<file path="src/rtl/vga_frame_reader_pkg.sv">
// Shared VGA 640x480@60 timing constants, colour codes and small helpers
// for the framebuffer display reader.
package vga_frame_reader_pkg;

    localparam int unsigned H_VISIBLE = 640;
    localparam int unsigned H_FP      = 16;
    localparam int unsigned H_SYNC    = 96;
    localparam int unsigned H_BP      = 48;
    localparam int unsigned H_TOTAL   = H_VISIBLE + H_FP + H_SYNC + H_BP;

    localparam int unsigned V_VISIBLE = 480;
    localparam int unsigned V_FP      = 10;
    localparam int unsigned V_SYNC    = 2;
    localparam int unsigned V_BP      = 33;
    localparam int unsigned V_TOTAL   = V_VISIBLE + V_FP + V_SYNC + V_BP;

    // 10-bit forms for direct comparison against the counters
    localparam logic [9:0] HVisEnd    = 10'(H_VISIBLE);
    localparam logic [9:0] HSyncStart = 10'(H_VISIBLE + H_FP);
    localparam logic [9:0] HSyncEnd   = 10'(H_VISIBLE + H_FP + H_SYNC);
    localparam logic [9:0] HLast      = 10'(H_TOTAL - 1);
    localparam logic [9:0] VVisEnd    = 10'(V_VISIBLE);
    localparam logic [9:0] VSyncStart = 10'(V_VISIBLE + V_FP);
    localparam logic [9:0] VSyncEnd   = 10'(V_VISIBLE + V_FP + V_SYNC);
    localparam logic [9:0] VLast      = 10'(V_TOTAL - 1);

    typedef logic [2:0] rgb_t;

    // {R,G,B}, same encoding as the COLOR_* instruction operands
    localparam rgb_t COLOR_BLACK   = 3'b000;
    localparam rgb_t COLOR_BLUE    = 3'b001;
    localparam rgb_t COLOR_GREEN   = 3'b010;
    localparam rgb_t COLOR_CYAN    = 3'b011;
    localparam rgb_t COLOR_RED     = 3'b100;
    localparam rgb_t COLOR_MAGENTA = 3'b101;
    localparam rgb_t COLOR_YELLOW  = 3'b110;
    localparam rgb_t COLOR_WHITE   = 3'b111;

    function automatic logic in_range(logic [9:0] x, logic [9:0] lo, logic [9:0] hi);
        return (x >= lo) && (x < hi);
    endfunction

endpackage

</file>
<file path="src/rtl/vga_frame_reader_if.sv">
// Framebuffer read port plus VGA pin bundle; master is the reader.
// iTestMode exists only when VGA_TEST_PATTERN_EN is defined.
interface vga_frame_reader_if;

    logic [2:0]  iReadData;
    logic [16:0] oReadAddress;
    logic        oReadEnable;
    logic        oRed;
    logic        oGreen;
    logic        oBlue;
    logic        oHSync;
    logic        oVSync;
    logic        oFrameStart;
`ifdef VGA_TEST_PATTERN_EN
    logic        iTestMode;
`endif

    modport master (
        input  iReadData,
`ifdef VGA_TEST_PATTERN_EN
        input  iTestMode,
`endif
        output oReadAddress,
        output oReadEnable,
        output oRed,
        output oGreen,
        output oBlue,
        output oHSync,
        output oVSync,
        output oFrameStart
    );

    modport slave (
        output iReadData,
`ifdef VGA_TEST_PATTERN_EN
        output iTestMode,
`endif
        input  oReadAddress,
        input  oReadEnable,
        input  oRed,
        input  oGreen,
        input  oBlue,
        input  oHSync,
        input  oVSync,
        input  oFrameStart
    );

endinterface

</file>
<file path="src/rtl/vga_sync_counter.sv">
// 25 MHz pixel tick from the 50 MHz clock plus the 800x525 h/v scan counters
// and a one-clock frame start pulse.
module vga_sync_counter
    import vga_frame_reader_pkg::*;
(
    input  logic       Clock,
    input  logic       Reset,
    output logic [9:0] h_o,
    output logic [9:0] v_o,
    output logic       tick_o,
    output logic       frame_start_o
);

    logic       phase_q, phase_d;
    logic [9:0] h_q, h_d;
    logic [9:0] v_q, v_d;
    logic       frame_start_q, frame_start_d;

    always_comb begin
        phase_d       = ~phase_q;
        h_d           = h_q;
        v_d           = v_q;
        frame_start_d = 1'b0;
        if (phase_q) begin
            if (h_q == HLast) begin
                h_d = '0;
                if (v_q == VLast) begin
                    v_d           = '0;
                    frame_start_d = 1'b1;
                end else begin
                    v_d = v_q + 10'd1;
                end
            end else begin
                h_d = h_q + 10'd1;
            end
        end
    end

    always_ff @(posedge Clock) begin
        if (Reset) begin
            phase_q       <= 1'b0;
            h_q           <= '0;
            v_q           <= '0;
            frame_start_q <= 1'b0;
        end else begin
            phase_q       <= phase_d;
            h_q           <= h_d;
            v_q           <= v_d;
            frame_start_q <= frame_start_d;
        end
    end

    assign h_o           = h_q;
    assign v_o           = v_q;
    assign tick_o        = phase_q;
    assign frame_start_o = frame_start_q;

endmodule

</file>
<file path="src/rtl/vga_frame_reader.sv">
// Framebuffer-to-VGA reader: window address generation and 1-pixel output pipeline.
// Optional colour-bar test pattern enabled by defining VGA_TEST_PATTERN_EN.
module vga_frame_reader
    import vga_frame_reader_pkg::*;
#(
    parameter int unsigned FB_WIDTH     = 256,
    parameter int unsigned FB_HEIGHT    = 384,
    parameter int unsigned H_OFFSET     = 192,
    parameter int unsigned V_OFFSET     = 48,
    parameter logic [2:0]  BORDER_COLOR = 3'b000
) (
    input  logic                Clock,
    input  logic                Reset,
    vga_frame_reader_if.master  bus
);

    localparam logic [9:0] WinHStart = 10'(H_OFFSET);
    localparam logic [9:0] WinHEnd   = 10'(H_OFFSET + FB_WIDTH);
    localparam logic [9:0] WinVStart = 10'(V_OFFSET);
    localparam logic [9:0] WinVEnd   = 10'(V_OFFSET + FB_HEIGHT);

    logic [9:0] h, v;
    logic       tick;
    logic       frame_start;

    vga_sync_counter u_sync (
        .Clock         (Clock),
        .Reset         (Reset),
        .h_o           (h),
        .v_o           (v),
        .tick_o        (tick),
        .frame_start_o (frame_start)
    );

    logic       in_window;
    logic       visible;
    logic       read_en;
    logic [7:0] col;
    logic [8:0] row;
    rgb_t       pixel;

    logic [2:0] rgb_q, rgb_d;
    logic       hsync_q, hsync_d;
    logic       vsync_q, vsync_d;

    always_comb begin
        in_window = in_range(h, WinHStart, WinHEnd) && in_range(v, WinVStart, WinVEnd);
        visible   = (h < HVisEnd) && (v < VVisEnd);
        col       = 8'(h - WinHStart);
        row       = 9'(v - WinVStart);
`ifdef VGA_TEST_PATTERN_EN
        read_en   = in_window && !bus.iTestMode;
`else
        read_en   = in_window;
`endif
    end

    // Counters are stable across the 2-clock pixel, so RAM data for pixel h
    // is already on iReadData at the tick that registers pixel h.
    always_comb begin
        pixel = COLOR_BLACK;
        if (in_window) begin
`ifdef VGA_TEST_PATTERN_EN
            pixel = bus.iTestMode ? col[7:5] : bus.iReadData;
`else
            pixel = bus.iReadData;
`endif
        end else if (visible) begin
            pixel = BORDER_COLOR;
        end

        rgb_d   = rgb_q;
        hsync_d = hsync_q;
        vsync_d = vsync_q;
        if (tick) begin
            rgb_d   = pixel;
            hsync_d = ~in_range(h, HSyncStart, HSyncEnd);
            vsync_d = ~in_range(v, VSyncStart, VSyncEnd);
        end
    end

    always_ff @(posedge Clock) begin
        if (Reset) begin
            rgb_q   <= 3'b000;
            hsync_q <= 1'b1;
            vsync_q <= 1'b1;
        end else begin
            rgb_q   <= rgb_d;
            hsync_q <= hsync_d;
            vsync_q <= vsync_d;
        end
    end

    assign bus.oReadEnable  = read_en;
    assign bus.oReadAddress = in_window ? {row, col} : 17'd0;
    assign bus.oRed         = rgb_q[2];
    assign bus.oGreen       = rgb_q[1];
    assign bus.oBlue        = rgb_q[0];
    assign bus.oHSync       = hsync_q;
    assign bus.oVSync       = vsync_q;
    assign bus.oFrameStart  = frame_start;

endmodule

</file>
<file path="src/flat_wrapper.sv">
// flat-port wrapper written by rule: the top's interface ports become plain ports
module vga_frame_reader_flat import vga_frame_reader_pkg::*;
#(
    parameter int unsigned FB_WIDTH     = 256,
    parameter int unsigned FB_HEIGHT    = 384,
    parameter int unsigned H_OFFSET     = 192,
    parameter int unsigned V_OFFSET     = 48,
    parameter logic [2:0]  BORDER_COLOR = 3'b000
)
  (Clock, Reset, bus_iReadData, bus_oReadAddress, bus_oReadEnable, bus_oRed, bus_oGreen, bus_oBlue, bus_oHSync, bus_oVSync, bus_oFrameStart);
  vga_frame_reader_if bus_i ();
  input  logic Clock;
  input  logic Reset;
  input wire logic [$bits(bus_i.iReadData)-1:0] bus_iReadData;
  output wire logic [$bits(bus_i.oReadAddress)-1:0] bus_oReadAddress;
  output wire logic [$bits(bus_i.oReadEnable)-1:0] bus_oReadEnable;
  output wire logic [$bits(bus_i.oRed)-1:0] bus_oRed;
  output wire logic [$bits(bus_i.oGreen)-1:0] bus_oGreen;
  output wire logic [$bits(bus_i.oBlue)-1:0] bus_oBlue;
  output wire logic [$bits(bus_i.oHSync)-1:0] bus_oHSync;
  output wire logic [$bits(bus_i.oVSync)-1:0] bus_oVSync;
  output wire logic [$bits(bus_i.oFrameStart)-1:0] bus_oFrameStart;
  assign bus_i.iReadData = bus_iReadData;
  assign bus_oReadAddress = bus_i.oReadAddress;
  assign bus_oReadEnable = bus_i.oReadEnable;
  assign bus_oRed = bus_i.oRed;
  assign bus_oGreen = bus_i.oGreen;
  assign bus_oBlue = bus_i.oBlue;
  assign bus_oHSync = bus_i.oHSync;
  assign bus_oVSync = bus_i.oVSync;
  assign bus_oFrameStart = bus_i.oFrameStart;
  vga_frame_reader #(.FB_WIDTH(FB_WIDTH), .FB_HEIGHT(FB_HEIGHT), .H_OFFSET(H_OFFSET), .V_OFFSET(V_OFFSET), .BORDER_COLOR(BORDER_COLOR)) u_core (.Clock(Clock), .Reset(Reset), .bus(bus_i));
endmodule
</file>
<file path="config.mk">
export PLATFORM = sky130hd
export DESIGN_NAME = vga_frame_reader_flat
export DESIGN_NICKNAME = d
export VERILOG_FILES = /design/src/rtl/vga_frame_reader_pkg.sv /design/src/rtl/vga_frame_reader_if.sv /design/src/rtl/vga_sync_counter.sv /design/src/rtl/vga_frame_reader.sv /design/src/flat_wrapper.sv
export SDC_FILE = /design/constraint.sdc
export NUM_CORES = 1
export LEC_CHECK = 0
export BUFFER_PORTS_ARGS = -buffer_cell sky130_fd_sc_hd__buf_2
export CORE_MARGIN = 1
export CORE_UTILIZATION = 35
export CTS_CLUSTER_SIZE = 40
export DETAILED_ROUTE_END_ITERATION = 8
export GPL_ROUTABILITY_DRIVEN = 0
export PLACE_DENSITY = 0.66
export SYNTH_ARGS = -nofsm -noshare
export SYNTH_HDL_FRONTEND = slang
export SYNTH_SLANG_ARGS = --single-unit
</file>
<file path="constraint.sdc">
create_clock -name Clock -period 5.2 [get_ports Clock]
set_input_delay 0.78 -clock Clock [delete_from_list [all_inputs] [get_ports Clock]]
set_output_delay 0.78 -clock Clock [all_outputs]
set_load 0.05 [all_outputs]
</file>
Word level (Yosys, flattened, before mapping)
Index checks and enable logic that the tools add are counted.
Cells by class
  $add $sub $neg: 4
  reduce and logical (&&, ||, !) cells: 7
  eq/ne operators: 2
  bitwise operators: 4
  magnitude comparators: 8
  mux-type cells: 5
Operator list (count)
  < comparator 10 x 9 -> 1 bit (second input constant): 3
  adder 10 x 1 -> 10 bit (second input constant): 2
  equality test 10 bit (second input constant): 2
  2-to-1 mux 10 bit: 2
  2-to-1 mux 17 bit: 1
  >= comparator 10 bit (second input constant): 1
  >= comparator 10 x 6 -> 1 bit (second input constant): 1
  >= comparator 10 x 8 -> 1 bit (second input constant): 1
  >= comparator 10 x 9 -> 1 bit (second input constant): 1
  < comparator 10 bit (second input constant): 1
  subtractor 9 x 6 -> 9 bit (second input constant): 1
  subtractor 8 bit (second input constant): 1
  logical AND 1 bit: 5
  inverter 1 bit: 4
  2-to-1 mux 3 bit: 1
  OR reduction 3 bit: 1
  AND reduction 2 bit: 1
  2-to-1 mux 1 bit: 1
Storage, ports and cells
  word-level logic and storage cells: 37
  flip-flop bits (word level): 27

Depth between registers and ports, before layout
Gate-level depths: netlist (run 1).
  word-level depth: 4
  depth in mapped cells: 8
  gate-level depth less buffers: 7

Modules after synthesis
A second synthesis (run 1) with hierarchy kept.
Unflattened totals
  cells, all modules: 190
  area, all modules: 1612.8 µm²
Modules (own cells, without submodules)
  vga_sync_counter: area an instance 1066.0 µm², cells an instance 123, instances 1, sequential area each 440.4 µm²
  vga_frame_reader: area an instance 546.8 µm², cells an instance 67, instances 1, sequential area each 100.1 µm²

Worst setup path after synthesis (run 1)
No wires, ideal clock.
  kind: reg2out
  start point: register u_core.u_sync.v_q[5], in the netlist u_core.u_sync.v_o[5]
  end point: output bus_oReadAddress[10]
  slack: 2.203 ns
  data arrival time: 2.217 ns
  data required time: 4.420 ns
  cell stages (with the launch flop): 8
  buffers on the path: 1
  cell sequence: dfxtp_1 -> ha_1 -> nand2_1 -> o31ai_1 -> o2111ai_1 -> inv_1 -> clkbuf_1 -> and2_1
Between the ends
  word-level cells in the longest chain between the ends: 4
RTL lines
  from (decl): line vga_sync_counter.sv:16  | logic [9:0] v_q, v_d;
  from (signal assigned): line vga_sync_counter.sv:48  | v_q <= v_d;
  >= comparator 10 x 6 -> 1 bit or < comparator 10 x 9 -> 1 bit (tied branches): line vga_frame_reader_pkg.sv:40  | return (x >= lo) && (x < hi);
  logical AND 1 bit (*): line vga_frame_reader_pkg.sv:40
  logical AND 1 bit (*): line vga_frame_reader.sv:47  | in_window = in_range(h, WinHStart, WinHEnd) && in_range(v, WinVStart, WinVEnd);
  named net bus_oReadEnable: line flat_wrapper.sv:16  | output wire logic [$bits(bus_i.oReadEnable)-1:0] bus_oReadEnable;
  2-to-1 mux 17 bit (*): line vga_frame_reader.sv:95  | assign bus.oReadAddress = in_window ? {row, col} : 17'd0;
  to (decl): line flat_wrapper.sv:15  | output wire logic [$bits(bus_i.oReadAddress)-1:0] bus_oReadAddress;
Mark *: on every way through the listed nets, which the timed path passes. The rest lies on a longest branch.

Final worst setup path (run 1)
  start point: register u_core.u_sync.v_q[0], in the netlist u_core.u_sync.v_o[0]
  end point: output bus_oReadAddress[4]
Between the ends
  word-level cells in the longest chain between the ends: 4
RTL lines (line)
  >= comparator 10 x 6 -> 1 bit or < comparator 10 x 9 -> 1 bit (tied branches): vga_frame_reader_pkg.sv:40
  logical AND 1 bit (*): vga_frame_reader_pkg.sv:40
  logical AND 1 bit (*): vga_frame_reader.sv:47
  2-to-1 mux 17 bit (*): vga_frame_reader.sv:95
Every way passes the cells marked *; elsewhere a longest branch is shown, timed or not.

==> impl_metrics.env, run 1 <==
export IMPL_synth_largest_area_cell="dfxtp_1"
export IMPL_ys_ff_latch=27
export IMPL_yosys_warnings=0
export IMPL_r2r_start="u_core.u_sync.v_o[0]$_SDFFE_PP0P_"
export IMPL_detail_route_wl_per_cell_um=12.88
export IMPL_cp_startpoint="u_core.u_sync.v_o[0]$_SDFFE_PP0P_"
export IMPL_async_reset_ff_frac=0
export IMPL_clock_latency_ns=0.27
export IMPL_ys_top_cells_by_area="dfxtp_1 34%, ha_1 8.7%, nor2_1 7.8%"
export IMPL_postCtsHoldBufs=0
export IMPL_drive_above_1_share=0.1690
export IMPL_maxCapViolations=0
export IMPL_cts_buffers=3
export IMPL_cp_max_fo=11
export IMPL_ys_seq_area_frac=0.3420
export IMPL_areaGrowthSynthToFinish_pct=11.96
export IMPL_h_tree_depth=1
export IMPL_powerDensity_nw_per_um2=194.7
export IMPL_postPlaceCellArea_um2=1724
export IMPL_utilization=0.4063
export IMPL_hold_start="u_core.bus.oVSync$_SDFFE_PP1P_"
export IMPL_ir_worst_vdd_mv=0.1042
export IMPL_grt_pass1_vias=1239
export IMPL_rsz0062_at_grt="false"
export IMPL_mostFrequentLayoutCells="33 x nor2_1, 28 x buf_2, 27 x dfxtp_1, 14 x xnor2_1, 13 x inv_1"
export IMPL_die_w_um=69.20
export IMPL_critical_path_buf_inv_count=3
export IMPL_cp_required_ns=4.42
export IMPL_root_buffer="clkbuf_8"
export IMPL_synth_edf_count=0
export IMPL_num_rows=24
export IMPL_die_h_um=69.20
export IMPL_postCtsResizedCells=0
export IMPL_syn_area_um2=1580
export IMPL_tns_ns=0
export IMPL_p_leak_nw=0.7428
export IMPL_fin_area_um2=1769
export IMPL_postSynthCellCount=192
export IMPL_drc_errors=0
export IMPL_fin_ws_ns=1.584
export IMPL_final_common_cell="nor2_1"
export IMPL_clk_pin_slew_ns=0.09
export IMPL_nets=230
export IMPL_finClkSkew_ns=0.003697
export IMPL_viasPerCell=5.068
export IMPL_path_cells="inv_1, ha_1, nand2_1, o31ai_1, o2111ai_1, inv_1, and2_1, buf_2"
export IMPL_slowest_delay_ns=0.78
export IMPL_cp_end_kind="output port"
export IMPL_post_cts_setup_buffers=0
export IMPL_io_pins=29
export IMPL_cts_tree="done"
export IMPL_synth_top_cell_area_share=0.3420
export IMPL_overflow=0
export IMPL_crit_family="compound AO/OA/AOI/OAI gates"
export IMPL_ant_nets=0
export IMPL_period_minus_slack_ns=3.616
export IMPL_dr_total_vias=1343
export IMPL_synthesis_nets=208
export IMPL_critPathKind="reg2out"
export IMPL_coreArea_um2=4354
export IMPL_slew_viol_final=0
export IMPL_cp_start_kind="register"
export IMPL_num_antenna_cells=0
export IMPL_cp_arrival_ns=2.84
export IMPL_place_hpwl_mm=2.508
export IMPL_clkSinkCount=27
export IMPL_portBuffers=28
export IMPL_drt_total_wl_mm=3.414
export IMPL_grtUsageTotal=0.1484
export IMPL_fmaxAchievable_ghz=0.2766
export IMPL_initial_core_util=0.3629
export IMPL_crit_slowest_cell="o2111ai_1"
export IMPL_finalSetupViolCount=0
export IMPL_synth_cell_types=34
export IMPL_antenna_found_initial=0
export IMPL_synth_ff_type="dfxtp_1"
export IMPL_clockBufferDepth=2
export IMPL_hold_path_class="reg2reg"
export IMPL_pre_cts_slack_ns=1.850
export IMPL_dieArea_um2=4788
export IMPL_first_pass_iters=4
export IMPL_dr_first_iter_drc_count=91
export IMPL_slew_headroom=0.3650
export IMPL_hold_viol=0
export IMPL_fin_crit_sh=0.6953
export IMPL_crit_path_frequent_cell="inv_1"
export IMPL_syn_area_per_cell_um2=8.231
export IMPL_worstMarginPinSlew_ns=0.9515
export IMPL_grt_max_degree=16
export IMPL_grt_pass1_wl_mm=5.858
export IMPL_status="completed"
[synthesized netlist by cell type, drive strengths merged, types with 6 or more instances]
cell type,count
nand3,7
xor2,6
nor4,6
xnor2,14
and2,8
nand2,12
buf,6
ha,11
nor2,33
inv,13
nor3,8
dfxtp,27
[cells by family after synthesis]
family                   synth area share
multiplexers                     0.006334
XOR/XNOR                           0.1108
adder cells (fa/ha/maj)           0.08709
AND/OR/NAND/NOR                    0.3096
flip-flops                         0.3420
buffers and inverters             0.06968
AO/OA/AOI/OAI                     0.07442
[worst paths after layout]
path | slack (ns) | end | cells past startpoint
hold / removal | 0.50 | u_core.bus.oVSync$_SDFFE_PP1P_ | 2
hold reg to reg | 0.50 | u_core.bus.oVSync$_SDFFE_PP1P_ | 2
setup reg to reg | 2.68 | u_core.rgb_q[1]$_SDFFE_PP0P_ | 7
setup / recovery | 1.58 | bus_oReadAddress[4] | 8
[layout make-up]
| type | count | area [µm²] |
|---|---|---|
| timing repair buffer | 28 | 140.1 |
| inverter | 13 | 48.80 |
| clock buffer | 4 | 45.04 |
| fill | 446 | 2585 |
| tap | 52 | 65.06 |
| multi-input combinational | 141 | 929.6 |
| sequential | 27 | 540.5 |
[per-stage QoR]
stage	power (mW)	hold slack (ns)	std cells
detailed placement	0.2308	0.4867	261
global placement	0.2303	0.4831	261
CTS	0.3486	0.5023	265
global route	0.3571	0.5347	265
finish	0.3445	0.4976	265
floorplan	0.2258	0.4617	192
[registers in the layout (all words and copies together), names as in the netlist]
register                     count
u_core.rgb_q                     3
u_core.u_sync.frame_start_o      1
u_core.u_sync.tick_o             1
u_core.u_sync.h_o               10
u_core.bus.oVSync                1
u_core.bus.oHSync                1
u_core.u_sync.v_o               10
[tightest hold or removal path: stages (launching register included)]
cell     delay [ns]
dfxtp_1        0.34
nor3_1         0.05
nor2_1         0.08
[per-layer routing]
metal	vias up	share of wire	global-route usage
met2	31	0.45	0.2330
met1	613	0.51	0.2103
li1	695	-	-
met3	4	0.028	0.02035
met5	-	0	0
met4	0	0.010	0.04535
[where the power goes]
group / switching [mW] / internal, mW / leakage, nW
Sequential: 0.00406 / 0.209 / 0.218
Combinational: 0.00842 / 0.00456 / 0.502
Clock: 0.0641 / 0.0548 / 0.0228
Total: 0.0766 / 0.268 / 0.743
Power figures use the tool's default switching activity.
==> run 2: changes to the inputs <==
--- a/config.mk
+++ b/config.mk
@@ -11,7 +11,7 @@
 export CTS_CLUSTER_SIZE = 40
 export DETAILED_ROUTE_END_ITERATION = 8
 export GPL_ROUTABILITY_DRIVEN = 0
-export PLACE_DENSITY = 0.66
+export PLACE_DENSITY = 0.68
 export SYNTH_ARGS = -nofsm -noshare
 export SYNTH_HDL_FRONTEND = slang
 export SYNTH_SLANG_ARGS = --single-unit
==> constraint.sdc (replaced) <==
create_clock -name Clock -period 2.9 [get_ports Clock]
set_input_delay 0.435 -clock Clock [delete_from_list [all_inputs] [get_ports Clock]]
set_output_delay 0.435 -clock Clock [all_outputs]
set_load 0.05 [all_outputs]
==> impl_metrics.env, run 2 (same netlist as run 1, synthesis figures left out) <==
export IMPL_grt_pass1_wl_mm=5.782
export IMPL_status="completed"
export IMPL_clockBufferDepth=2
export IMPL_initial_core_util=0.3629
export IMPL_clock_latency_ns=0.27
export IMPL_hold_path_class="in2reg"
export IMPL_portBuffers=28
export IMPL_rsz0062_at_grt="false"
export IMPL_cts_buffers=3
export IMPL_final_common_cell="nor2_1"
export IMPL_io_pins=29
export IMPL_fmaxAchievable_ghz=0.3864
export IMPL_die_h_um=69.20
export IMPL_dieArea_um2=4788
export IMPL_dp_cells=263
export IMPL_dr_first_iter_drc_count=72
export IMPL_worstMarginPinSlew_ns=0.4355
export IMPL_detail_route_wl_per_cell_um=12.66
export IMPL_die_w_um=69.20
export IMPL_critPathKind="reg2out"
export IMPL_powerDensity_nw_per_um2=347.5
export IMPL_postCtsHoldBufs=0
export IMPL_grtUsageTotal=0.1468
export IMPL_cp_required_ns=2.47
export IMPL_hold_viol=0
export IMPL_h_tree_depth=1
export IMPL_p_leak_nw=0.7547
export IMPL_fin_ws_ns=0.3117
export IMPL_fin_crit_sh=0.8925
export IMPL_num_antenna_cells=0
export IMPL_whs_ns=0.4082
export IMPL_num_rows=24
export IMPL_areaGrowthSynthToFinish_pct=12.98
export IMPL_coreArea_um2=4354
export IMPL_slew_viol_final=0
export IMPL_first_pass_iters=4
export IMPL_clkSinkCount=27
export IMPL_dr_total_vias=1381
export IMPL_maxCapViolations=0
export IMPL_grt_max_degree=16
export IMPL_clk_pin_slew_ns=0.10
export IMPL_pre_cts_slack_ns=0.6050
export IMPL_rrSetupSlack_ns=0.87
export IMPL_slew_headroom=0.7075
export IMPL_finClkSkew_ns=0.005648
export IMPL_ir_worst_vdd_mv=0.1491
export IMPL_period_minus_slack_ns=2.588
export IMPL_root_buffer="clkbuf_8"
export IMPL_drive_above_1_share=0.1814
export IMPL_cp_max_fo=11
export IMPL_antenna_found_initial=0
export IMPL_ant_nets=0
export IMPL_drt_total_wl_mm=3.381
export IMPL_cp_end_kind="output port"
export IMPL_overflow=0
export IMPL_viasPerCell=5.172
export IMPL_post_cts_setup_buffers=0
export IMPL_grt_pass1_vias=1285
export IMPL_drc_errors=0
export IMPL_postCtsResizedCells=0
export IMPL_cp_arrival_ns=2.15
export IMPL_finalSetupViolCount=0
export IMPL_cts_tree="done"
export IMPL_cp_start_kind="register"
export IMPL_tns_ns=0
export IMPL_place_hpwl_mm=2.475
export IMPL_power_total_uw=620.5
export IMPL_fin_cells=267
export IMPL_mostFrequentLayoutCells="33 x nor2_1, 28 x buf_2, 27 x dfxtp_1, 14 x xnor2_1, 13 x inv_1"
export IMPL_nets=232
run 2: cell count changes in the layout (fill, tap and decap cells not counted):
cell and change:
clkbuf_1 -1, buf_4 +2, clkinv_2 +1
run 2: area by class of cell:
cell class | count | area (µm²)
Fill cell | 441 | 2569
Tap cell | 52 | 65.06
Sequential cell | 27 | 540.5
Multi-Input combinational cell | 141 | 929.6
Clock buffer | 3 | 41.29
Clock inverter | 1 | 5.005
Timing Repair Buffer | 30 | 155.1
Inverter | 13 | 48.80
run 2: critical path: stages (launching register included):
cell and delay, ns:
dfxtp_1 0.50, ha_1 0.27, nand2_1 0.07, o31ai_1 0.19, o2111ai_1 0.15, inv_1 0.27, and2_1 0.18, buf_2 0.25
run 2: layer usage:
metal / GRT usage / wire length, µm / vias to the layer above
met5: 0 / 0 / -
met4: 0.06576 / 69 / 0
met3: 0.01163 / 112 / 7
met2: 0.2384 / 1577 / 37
met1: 0.1984 / 1621 / 644
li1: - / - / 693
run 2: worst paths after layout:
kind                                                         from                                 to  cells after the start
worst max register to register  u_core.u_sync.h_o[6]$_SDFFE_PP0P_  u_core.u_sync.v_o[9]$_SDFFE_PP0P_                      6
worst min-delay path                             bus_iReadData[0]       u_core.rgb_q[0]$_SDFFE_PP0P_                      3
worst min register to register  u_core.u_sync.h_o[1]$_SDFFE_PP0P_  u_core.u_sync.h_o[1]$_SDFFE_PP0P_                      2
worst max-delay path            u_core.u_sync.v_o[4]$_SDFFE_PP0P_               bus_oReadAddress[11]                      7
run 2: where the power goes:
part / switching [mW] / internal, mW
logic: 0.0191 / 0.00957
clock network: 0.118 / 0.0963
registers: 0.00323 / 0.374
run 2: metrics by stage:
step | area, µm² | utilization
2_1_floorplan | 1580 | -
3_3_place_gp | 1739 | 0.3994
3_5_place_dp | 1739 | 0.3994
4_1_cts | 1785 | 0.4101
5_1_grt | 1785 | 0.4101
6_report | 1785 | 0.4101
